===== config.mk =====
export PLATFORM = sky130hd
export DESIGN_NAME = tail_light_decoder_flat
export DESIGN_NICKNAME = d
export VERILOG_FILES = /design/src/rtl/tail_light_decoder_if.sv /design/src/rtl/tail_light_decoder.sv /design/src/flat_wrapper.sv
export SDC_FILE = /design/constraint.sdc
export NUM_CORES = 1
export LEC_CHECK = 0
export ABC_AREA = 1
export ABC_CLOCK_PERIOD_IN_PS = 5000
export BUFFER_PORTS_ARGS = -buffer_cell sky130_fd_sc_hd__clkbuf_2
export CORE_ASPECT_RATIO = 1.75
export CORE_MARGIN = 2
export CORE_UTILIZATION = 40
export CTS_BUF_LIST = sky130_fd_sc_hd__clkbuf_8
export CTS_CLUSTER_SIZE = 16
export DETAILED_ROUTE_END_ITERATION = 8
export PLACE_DENSITY = 0.66
export RECOVER_POWER = 25
export SYNTH_ARGS = -nofsm -noshare
export SYNTH_HDL_FRONTEND = slang
export SYNTH_SLANG_ARGS = --single-unit

===== constraint.sdc =====
create_clock -name clk -period 5 [get_ports clk]
set_clock_uncertainty 0.15 [all_clocks]
set_input_delay 0.75 -clock clk [delete_from_list [all_inputs] [get_ports clk]]
set_output_delay 0.75 -clock clk [all_outputs]
set_load 0.03 [all_outputs]

===== src/rtl/tail_light_decoder_if.sv =====
// Lamp pattern from the turn-signal FSM plus the decoded mode and status it produces.
// master drives the lamp pattern; slave is the decoder that reports on it.
interface tail_light_decoder_if #(
  parameter int CNT_W = 8
);
  logic [5:0]       y;
  logic [1:0]       mode;
  logic             done;
  logic             err;
  logic [CNT_W-1:0] err_cnt;

  modport master (output y, input mode, done, err, err_cnt);
  modport slave  (input y, output mode, done, err, err_cnt);
endinterface


===== src/rtl/tail_light_decoder.sv =====
// Decodes the tail-light pattern {LC,LB,LA,RA,RB,RC} into off/left/right/hazard and flags illegal patterns or orderings.
// All outputs registered, valid one clock after the deciding sample; passive observer with no backpressure.
module tail_light_decoder #(
  parameter int OFF_CYCLES = 2,
  parameter int CNT_W      = 8
) (
  input  logic                 clk,
  input  logic                 reset,
  tail_light_decoder_if.slave  tl
);

  localparam logic [3:0] ST_SYNC = 4'd0;
  localparam logic [3:0] ST_IDLE = 4'd1;
  localparam logic [3:0] ST_L1   = 4'd2;
  localparam logic [3:0] ST_L2   = 4'd3;
  localparam logic [3:0] ST_L3   = 4'd4;
  localparam logic [3:0] ST_R1   = 4'd5;
  localparam logic [3:0] ST_R2   = 4'd6;
  localparam logic [3:0] ST_R3   = 4'd7;
  localparam logic [3:0] ST_H1   = 4'd8;

  localparam logic [1:0] MODE_OFF   = 2'b00;
  localparam logic [1:0] MODE_LEFT  = 2'b01;
  localparam logic [1:0] MODE_RIGHT = 2'b10;
  localparam logic [1:0] MODE_HAZ   = 2'b11;

  localparam logic [5:0] P_DARK = 6'b000000;
  localparam logic [5:0] P_L1   = 6'b001000;
  localparam logic [5:0] P_L2   = 6'b011000;
  localparam logic [5:0] P_L3   = 6'b111000;
  localparam logic [5:0] P_R1   = 6'b000100;
  localparam logic [5:0] P_R2   = 6'b000110;
  localparam logic [5:0] P_R3   = 6'b000111;
  localparam logic [5:0] P_HAZ  = 6'b111111;

  localparam logic [3:0]       OFF_LAST = 4'(OFF_CYCLES - 1);
  localparam logic [CNT_W-1:0] CNT_MAX  = {CNT_W{1'b1}};
  localparam logic [CNT_W-1:0] CNT_ONE  = {{(CNT_W-1){1'b0}}, 1'b1};

  logic [3:0]       state_q, state_d;
  logic [3:0]       dark_q, dark_d;
  logic [1:0]       mode_q, mode_d;
  logic             done_q, done_d;
  logic             err_q, err_d;
  logic [CNT_W-1:0] err_cnt_q, err_cnt_d;

  logic       in_seq;
  logic       fin;
  logic       flag_err;
  logic [5:0] exp_pat;
  logic [3:0] nxt_state;
  logic [1:0] fin_mode;
  logic [3:0] dark_inc;

  always_comb begin
    state_d   = state_q;
    dark_d    = dark_q;
    mode_d    = mode_q;
    done_d    = 1'b0;
    err_d     = 1'b0;
    err_cnt_d = err_cnt_q;
    in_seq    = 1'b0;
    fin       = 1'b0;
    flag_err  = 1'b0;
    exp_pat   = P_DARK;
    nxt_state = ST_IDLE;
    fin_mode  = mode_q;
    dark_inc  = dark_q + 4'd1;

    case (state_q)
      ST_SYNC: begin
        if (tl.y == P_DARK) state_d = ST_IDLE;
      end
      ST_IDLE: begin
        case (tl.y)
          P_DARK: begin
            if (dark_q != OFF_LAST) begin
              dark_d = dark_inc;
              if (dark_inc == OFF_LAST) mode_d = MODE_OFF;
            end
          end
          P_L1:    state_d = ST_L1;
          P_R1:    state_d = ST_R1;
          P_HAZ:   state_d = ST_H1;
          default: flag_err = 1'b1;
        endcase
      end
      ST_L1: begin in_seq = 1'b1; exp_pat = P_L2; nxt_state = ST_L2; end
      ST_L2: begin in_seq = 1'b1; exp_pat = P_L3; nxt_state = ST_L3; end
      ST_L3: begin in_seq = 1'b1; fin = 1'b1; fin_mode = MODE_LEFT; end
      ST_R1: begin in_seq = 1'b1; exp_pat = P_R2; nxt_state = ST_R2; end
      ST_R2: begin in_seq = 1'b1; exp_pat = P_R3; nxt_state = ST_R3; end
      ST_R3: begin in_seq = 1'b1; fin = 1'b1; fin_mode = MODE_RIGHT; end
      ST_H1: begin in_seq = 1'b1; fin = 1'b1; fin_mode = MODE_HAZ; end
      default: state_d = ST_SYNC;
    endcase

    if (in_seq) begin
      if (tl.y == exp_pat) begin
        state_d = nxt_state;
        if (fin) begin
          done_d = 1'b1;
          mode_d = fin_mode;
        end
      end else begin
        flag_err = 1'b1;
      end
    end

    // A truncated sequence (dark too early) is already at a sequence boundary, so resume in IDLE.
    if (flag_err) begin
      err_d = 1'b1;
      if (err_cnt_q != CNT_MAX) err_cnt_d = err_cnt_q + CNT_ONE;
      state_d = (tl.y == P_DARK) ? ST_IDLE : ST_SYNC;
    end

    // Only dark samples taken while staying in IDLE are counted.
    if (state_q != ST_IDLE || state_d != ST_IDLE) dark_d = 4'd0;
  end

  always_ff @(posedge clk or negedge reset) begin
    if (!reset) begin
      state_q   <= ST_SYNC;
      dark_q    <= 4'd0;
      mode_q    <= MODE_OFF;
      done_q    <= 1'b0;
      err_q     <= 1'b0;
      err_cnt_q <= '0;
    end else begin
      state_q   <= state_d;
      dark_q    <= dark_d;
      mode_q    <= mode_d;
      done_q    <= done_d;
      err_q     <= err_d;
      err_cnt_q <= err_cnt_d;
    end
  end

  assign tl.mode    = mode_q;
  assign tl.done    = done_q;
  assign tl.err     = err_q;
  assign tl.err_cnt = err_cnt_q;

endmodule


===== src/flat_wrapper.sv =====
// flat-port wrapper written by rule: the top's interface ports become plain ports
module tail_light_decoder_flat 
#(
  parameter int OFF_CYCLES = 2,
  parameter int CNT_W      = 8
)
  (clk, reset, tl_y, tl_mode, tl_done, tl_err, tl_err_cnt);
  tail_light_decoder_if #(.CNT_W(CNT_W)) tl_i ();
  input  logic clk;
  input  logic reset;
  input wire logic [$bits(tl_i.y)-1:0] tl_y;
  output wire logic [$bits(tl_i.mode)-1:0] tl_mode;
  output wire logic [$bits(tl_i.done)-1:0] tl_done;
  output wire logic [$bits(tl_i.err)-1:0] tl_err;
  output wire logic [$bits(tl_i.err_cnt)-1:0] tl_err_cnt;
  assign tl_i.y = tl_y;
  assign tl_mode = tl_i.mode;
  assign tl_done = tl_i.done;
  assign tl_err = tl_i.err;
  assign tl_err_cnt = tl_i.err_cnt;
  tail_light_decoder #(.OFF_CYCLES(OFF_CYCLES), .CNT_W(CNT_W)) u_core (.clk(clk), .reset(reset), .tl(tl_i));
endmodule

# After elaboration in Yosys (flattened, before gate mapping)
# Index checks and enable logic that the tools add are counted.
# W data, S select, Z words.
op_classes:
  n_bitwise: 0
  n_eq_ne: 18
  n_shift: 0
  n_mux: 31
  n_lt_le_gt_ge: 0
  n_mul: 0
  div: 0
  addsub: 2
  n_reduce_logical: 11
op_table:
  columns: ["op", "n"]
  rows:
  - ["$mux W4", 8]
  - ["$pmux W4 S3", 2]
  - ["$pmux W6 S4", 1]
  - ["$eq A4 B3 Y1 const B", 4]
  - ["$mux W2", 7]
  - ["$ne A4 B1 Y1 const B", 3]
  - ["$pmux W3 S4", 1]
  - ["$mux W1", 11]
  - ["$add A8 B1 Y8 const B", 1]
  - ["$eq A4 B1 Y1 const B", 2]
  - ["$eq A4 B2 Y1 const B", 2]
  - ["$ne A8 B8 Y1 const B", 1]
  - ["$reduce_or A7 Y1", 1]
  - ["$eq A6 B3 Y1 const B", 1]
  - ["$eq A6 B4 Y1 const B", 1]
  - ["$eq A6 B6 Y1", 1]
  - ["$eq A6 B6 Y1 const B", 1]
  - ["$logic_not A6 Y1", 1]
  - ["$ne A6 B6 Y1 const B", 1]
  - ["$pmux W2 S3", 1]
  - ["$reduce_bool A2 Y1", 3]
  - ["$add A4 B1 Y4 const B", 1]
  - ["$eq A4 B4 Y1 const B", 1]
  - ["$logic_not A4 Y1", 1]
  - ["5 further kinds", 5]
totals:
  wordCells: 68
  in_bits: 8
  memories: 0
  reg_bits: 20
  latch_bits: 0
  ramBits: 0
  rom_bits: 0
  out_inout_bits: 12

# Logic depth before layout (Yosys ltp)
# Gate-level depths: netlist (run 1).
depth:
  depth_word: 11
  depth_mapped: 14
  ltp_nobuf: 14

# Worst setup path before layout (run 1)
# Ideal clock, no wire load.
synth_timing:
  path_type: "in2reg"
  startpoint: "input tl_y[1]"
  endpoint: "register u_core.err_cnt_q[4], in the netlist u_core.tl.err_cnt[4]"
  t_arrival_ns: 1.819
  setup_ns: 0.139
  path_stages: 10
  path_buffers: 0
  setup_slack_ns: 2.893
  t_required_ns: 4.711
  cell_sequence: "or2_2 > nand3_1 > nand2_1 > nor2_2 > nand2_2 > nand2_2 > nand2_4 > o21ai_4 > nor2_2 > xor2_1"
synth_between:
  elab_chain_len: 7
  word_cells_on_any_way: 11
  classes_between: "4 x eq/ne; 4 x mux; 3 x reduce/logical"
synth_rtl:
  columns: ["item", "line", "rtl"]
  rows:
  - ["from (decl)", "flat_wrapper.sv:11", "input wire logic [$bits(tl_i.y)-1:0] tl_y;"]
  - ["$eq A6 B4 Y1 (tied with other cells)", "tail_light_decoder.sv:75", "case (tl.y)"]
  - ["$reduce_or A4 Y1 (no source line)", null, null]
  - ["$mux W1", "tail_light_decoder.sv:75", null]
  - ["$mux W1", "tail_light_decoder.sv:70", "case (state_q)"]
  - ["$mux W1", "tail_light_decoder.sv:99", "if (tl.y == exp_pat) begin"]
  - ["$mux W1 *", "tail_light_decoder.sv:98", "if (in_seq) begin"]
  - ["$reduce_and A2 Y1 (no source line) *", null, null]
  - ["to (signal assigned)", "tail_light_decoder.sv:135", "err_cnt_q <= err_cnt_d;"]
  - ["to (decl)", "tail_light_decoder.sv:45", "logic [CNT_W-1:0] err_cnt_q, err_cnt_d;"]
# Mark *: on every way between the ends. The rest lies on a longest branch, timed or not.
# A chain may end at the register's enable or synchronous reset.

# Worst setup path after layout (run 1)
layout_timing:
  startpoint: "input tl_y[0]"
  endpoint: "register u_core.mode_q[1], in the netlist u_core.tl.mode[1]"
layout_between:
  elab_chain_len: 6
  word_cells_on_any_way: 8
  classes_between: "2 x eq/ne; 5 x mux; 1 x reduce/logical"
layout_rtl:
  columns: ["item", "line", "rtl"]
  rows:
  - ["$logic_not A6 Y1", "tail_light_decoder.sv:75", null]
  - ["$mux W2", "tail_light_decoder.sv:75", null]
  - ["$mux W2", "tail_light_decoder.sv:70", null]
  - ["$mux W2", "tail_light_decoder.sv:101", "if (fin) begin"]
  - ["$mux W2", "tail_light_decoder.sv:99", null]
  - ["$mux W2", "tail_light_decoder.sv:98", null]
  - ["to (signal assigned)", "tail_light_decoder.sv:132", "mode_q <= mode_d;"]
  - ["to (decl)", "tail_light_decoder.sv:42", "logic [1:0] mode_q, mode_d;"]
# Several ways; a longest one is shown, not always the timed one.

==> metrics.txt, run 1 <==
status=finished clean; GRT Residual Overflow=0; global placer's final weighted congestion=0.903; PwrDens=394 nW/um2; Starting Density=41.7%; R2R cell count=10; HPWL Detailed=~2100 um; Final min period=2.07 ns; Hold Crit Class=flip-flop to flip-flop; CTS tree=built; crit path capture type=flip-flop; Mapped Cells=between 150 and 200; row cnt=27; post-CTS setup buffers=0; Area Overhead vs Synth=15.5%; CP Class=input pin to flip-flop; IO buf count=19; Synth Warn #=0; CTS max path bufs=2; sequential fraction of the synthesis area=38.2%; dominant cell by count in the synthesized netlist=nand2_1; core area=between 3000 and 4000 um2; root buffer cell=clkbuf_8; count of pins over their slew limit=0; syn_area_per_cell=7.32 um2; final setup violation count=0; Post-route DRC=0; CP startpoint kind=input pin; ys async rst share=100%; Layout Utilization=48.1%; total vias in the final route=approximately 1.2k; Fin. Hold Viols=0; all-layer global routing usage=16.1%; DR vias/cell=between 4 and 5; Netlist cell types=24; clock sinks=20; peak supply drop=0.275 mV; Commonest cells post-synth=nand2_1, inv_1, nor2_1; Cell Area, Synth=around 1300 um2; worst setup path end=u_core.tl.mode[1]; Rel. slew slack=29.3%; fin cells=245; vias in the first global route=1052; number of synthesized register bits=20; WP data arrival=2.05 ns; drt pass-1 iters=4; data required time of the worst path=4.97 ns; origin of the worst setup path=tl_y[0]; antenna violations before repair=0; H-tree levels=1; first-pass GRT wire length=between 4000 and 5000 um; Resized cells post-CTS=0; clock-pin transition on the worst setup and hold timing paths=0.07 ns; Top FF cell, synth=dfrtp_1; reg2reg start=u_core.state_q[3]; ANT nets after route=0; DR WL/cell=10.5 um; Yosys top cell area share=38.2%; layout net count=roughly 220; area of the die=3770 um2; cell taking the most area after synthesis=dfrtp_1; max-capacitance violation count=0; Slew @ Worst Pin=1.06 ns; Max Freq=~480 MHz; Net Count, Synth=roughly 190; leakage power total=0.808 nW; Placed Instances=241; Skew-Pair Late Insertion Delay=around 0.25 ns; share of layout cells above drive strength 1=21.3%; Ports=20; Crit Path Max Fanout=6; Antenna diodes=0; reg-to-reg endpoint=u_core.tl.err_cnt[3]; Initial DRC Count=23; Post-synth EDFFs=0; unrepaired setup endpoints after global routing=false; Synth area leaders=dfrtp_1, nand2_1, inv_1, nand3_1, nor2_1; Setup TNS=0 ns; pin count of the biggest net entering global routing=21; fin crit share=41.5%; Routed WL=2570 um; reg2reg setup slack=2.96 ns; Die X=47.3 um; total CTS buffers=3; Die H=79.7 um; Hold-fix buffers, CTS=0
routing by layer:
metal / up-vias / global-route usage [%] / wire length, um
li1: 607 / - / -
met5: - / 0 / 0
met2: 15 / 27.2 / 1440
met4: 0 / 5.56 / 36
met1: 531 / 19.7 / 1050
met3: 4 / 2.49 / 44
worst min-delay path by stage:
stage	end	start	cells past startpoint	slack [ns]
6_report	u_core.tl.err_cnt[6]	u_core.tl.err_cnt[6]	1	0.34
5_1_grt	u_core.tl.err_cnt[6]	u_core.tl.err_cnt[6]	1	0.36
4_1_cts	u_core.tl.err_cnt[3]	reset	1	0.31
3_5_place_dp	u_core.tl.err_cnt[6]	u_core.tl.err_cnt[6]	1	0.34
3_3_place_gp	u_core.tl.err_cnt[6]	u_core.tl.err_cnt[6]	1	0.33
2_1_floorplan	u_core.dark_q[0]	reset	0	0.30
state kept, by name, summed over array words and instances (netlist names):
register           count
u_core.dark_q          4
u_core.tl.err          1
u_core.tl.err_cnt      8
u_core.tl.mode         2
u_core.state_q         4
u_core.tl.done         1
area by class of cell:
class / instances / area [um2]
fillers: 316 / 1630
multi-input cells: 127 / 689
flip-flops and latches: 20 / 500
inverters: 32 / 120
repair buffers: 19 / 93.8
clock buffers: 4 / 55.1
well taps: 43 / 53.8
worst max-delay path, stage by stage:
cell and delay, ns:
clkbuf_2 0.11, nor2_1 0.20, nand4_1 0.17, inv_1 0.15, nand2_1 0.15, nor2_1 0.12, inv_1 0.06, o21ai_0 0.23
o22ai_1 0.11
cell families (layout without fill, tap and decap cells):
family,count (synthesis),after routing,share of synthesized area (%)
AO/OA/AOI/OAI,16,16,7.55
buffers and inverters,32,55,9.17
XOR/XNOR,10,10,6.69
AND/OR/NAND/NOR,97,97,34.6
flip-flops,20,20,38.2
adder cells (fa/ha/maj),4,4,3.82
layout by cell type (no fill, tap or decap), drive strengths merged:
cell type	n
nor2	34
dfrtp	20
o211ai	1
o21ai	9
o22ai	2
clkbuf	23
or2	1
nand3	19
a21boi	1
inv	32
xnor2	1
ha	4
nor3	2
nand2	37
xor2	9
nand4	4
a21oi	3
power by group:
part | total, mW | internal (mW) | switching (mW)
sequential | 0.230 | 0.194 | 0.0357
combinational | 0.248 | 0.0768 | 0.171
clock | 0.118 | 0.0699 | 0.0479
metrics by stage:
step           hold WS (ns)  total power [mW]  area [um2]  setup WS (ns)
3_3_place_gp          0.331             0.482        1460           2.68
6_report              0.344             0.596        1510           2.93
4_1_cts               0.312             0.605        1510           2.92
2_1_floorplan         0.304             0.416        1310           2.89
5_1_grt               0.360             0.642        1510           2.74
3_5_place_dp          0.340             0.485        1460           2.67
Power figures use the tool's default switching activity.
==> inputs of run 2 (changes only) <==
--- a/config.mk
+++ b/config.mk
@@ -6,7 +6,7 @@
 export NUM_CORES = 1
 export LEC_CHECK = 0
 export ABC_AREA = 1
-export ABC_CLOCK_PERIOD_IN_PS = 5000
+export ABC_CLOCK_PERIOD_IN_PS = 1700
 export BUFFER_PORTS_ARGS = -buffer_cell sky130_fd_sc_hd__clkbuf_2
 export CORE_ASPECT_RATIO = 1.75
 export CORE_MARGIN = 2
@@ -14,7 +14,7 @@
 export CTS_BUF_LIST = sky130_fd_sc_hd__clkbuf_8
 export CTS_CLUSTER_SIZE = 16
 export DETAILED_ROUTE_END_ITERATION = 8
-export PLACE_DENSITY = 0.66
+export PLACE_DENSITY = 0.68
 export RECOVER_POWER = 25
 export SYNTH_ARGS = -nofsm -noshare
 export SYNTH_HDL_FRONTEND = slang
==> constraint.sdc (replaced) <==
create_clock -name clk -period 1.7 [get_ports clk]
set_clock_uncertainty 0.15 [all_clocks]
set_input_delay 0.255 -clock clk [delete_from_list [all_inputs] [get_ports clk]]
set_output_delay 0.255 -clock clk [all_outputs]
set_load 0.03 [all_outputs]
==> metrics.txt, run 2 (synthesized netlist as in run 1, its figures left out) <==
count of pins over their slew limit=0; DR WL/cell=between 10 and 15 um; Fin. Hold Viols=0; fin crit share=121%; DR vias/cell=4.93; first-pass GRT wire length=6810 um; CTS max path bufs=2; CP Class=flip-flop to flip-flop; clock-pin transition on the worst setup and hold timing paths=0.07 ns; root buffer cell=clkbuf_8; area of the die=between 3000 and 4000 um2; Max Freq=488 MHz; Initial DRC Count=34; setup ws final=-0.349 ns; Crit Path Max Fanout=5; max-capacitance violation count=0; Hold Crit Class=input pin to flip-flop; row cnt=27; Placed Instances=269; final setup violation count=18; H-tree levels=1; fin cells=287; HPWL Detailed=around 2600 um; unrepaired setup endpoints after global routing=true; most common cell after layout, fill and taps aside=buf_4; CTS tree=built; Starting Density=41.7%; global placer's final weighted congestion=0.993; total vias in the final route=1414; Slew @ Worst Pin=0.509 ns; Rel. slew slack=66.0%; vias in the first global route=1519; data required time of the worst path=between 1.5 and 2 ns; Final min period=2.05 ns; status=finished with violations; most frequent cells in the layout=buf_4, inv_1, nand2_1; total CTS buffers=3; peak supply drop=1.29 mV; Post-route DRC=0; Skew-Pair Late Insertion Delay=0.26 ns; GRT Residual Overflow=0; antenna violations before repair=0; Layout Utilization=63.8%; Setup TNS=-4.23 ns; Die H=approximately 80 um; PwrDens=1110 nW/um2; WP data arrival=2.10 ns; CP startpoint kind=flip-flop; all-layer global routing usage=25.9%; drt pass-1 iters=4; clock sinks=20; max FFs per register=8; Die X=between 40 and 50 um; core area=roughly 3100 um2; violated checks=setup timing; share of layout cells above drive strength 1=48.0%; Ports=20; Area Overhead vs Synth=52.9%; crit path capture type=flip-flop; Antenna diodes=0; leakage power total=1.03 nW; pin count of the biggest net entering global routing=21; IO buf count=19; ANT nets after route=0; Routed WL=4040 um; layout net count=approximately 260
==> run 2: cell types whose count changed in the layout (fill, tap and decap cells not counted), sizes merged <==
cell         delta
dlygate4sd3     +1
buf            +40
o21ai           +1
==> run 2: layout make-up <==
type,count,area [um2]
fill,285,1140
inverter,32,120
tap,43,53.8
clock buffer,4,55.1
sequential,20,507
multi-input combinational,128,855
timing repair buffer,60,413
==> run 2: per-stage QoR <==
stage	instance area (um2)	worst slack, ns	hold WS [ns]	power (mW)
final	2000	-0.349	0.280	2.23
after global routing	2000	-0.461	0.319	2.34
after CTS	1990	-0.177	0.257	2.17
after detailed placement	1670	-0.249	0.0972	1.56
after global placement	1670	-0.231	0.0851	1.55
after floorplan	1310	-0.0842	-0.191	1.23
==> run 2: critical path: stages (launching register included) <==
cell and delay (ns):
dfrtp_2 0.43, inv_2 0.07, nor2_4 0.15, nand2_2 0.11, nand3_2 0.09, nand2_2 0.07
nor2_4 0.16, nand2_4 0.10, a21oi_2 0.22, nand3_2 0.11, nand2_2 0.11, nand3_4 0.09
nor2_2 0.12
==> run 2: repair_timing <==
| item | 4_1_cts | 5_1_grt |
|---|---|---|
| gates cloned | 1 | 0 |
| resized for setup | 44 | 4 |
| buffers inserted | 12 | 0 |
| endpoints found under the setup margin | 15 | 19 |
| pin swaps | 17 | 2 |
| hold buffers | 1 | 0 |
| endpoints found under the hold margin | 20 | 0 |
==> run 2: where the power goes <==
group          switching (mW)  internal, mW  leakage, nW  total [mW]
clock network           0.154         0.206       0.0288       0.360
logic                   0.709         0.483        0.751        1.19
registers               0.102         0.579        0.255       0.681
total                   0.965          1.27         1.03        2.23
==> run 2: worst paths after layout <==
| kind | from | endpoint | slack [ns] | depth (start not counted) |
|---|---|---|---|---|
| setup / recovery | u_core.state_q[1] | u_core.dark_q[0] | -0.35 | 12 |
| hold / removal | tl_y[0] | u_core.state_q[3] | 0.28 | 4 |
| setup reg to reg | u_core.state_q[1] | u_core.dark_q[0] | -0.35 | 12 |
| hold reg to reg | u_core.tl.err_cnt[5] | u_core.tl.err_cnt[5] | 0.37 | 1 |
| max in group asynchronous | reset | u_core.tl.err_cnt[1] | 0.68 | 2 |
| min in group asynchronous | reset | u_core.tl.err_cnt[7] | 0.35 | 2 |
==> run 2: routing by layer <==
layer  routed length, um  track usage, %  vias to the layer above
li1                    -               -                      691
met1                1350            25.0                      674
met2                2360            47.2                       29
met3                  69            2.49                       20
met4                 255            16.4                        0
met5                   0               0                        -
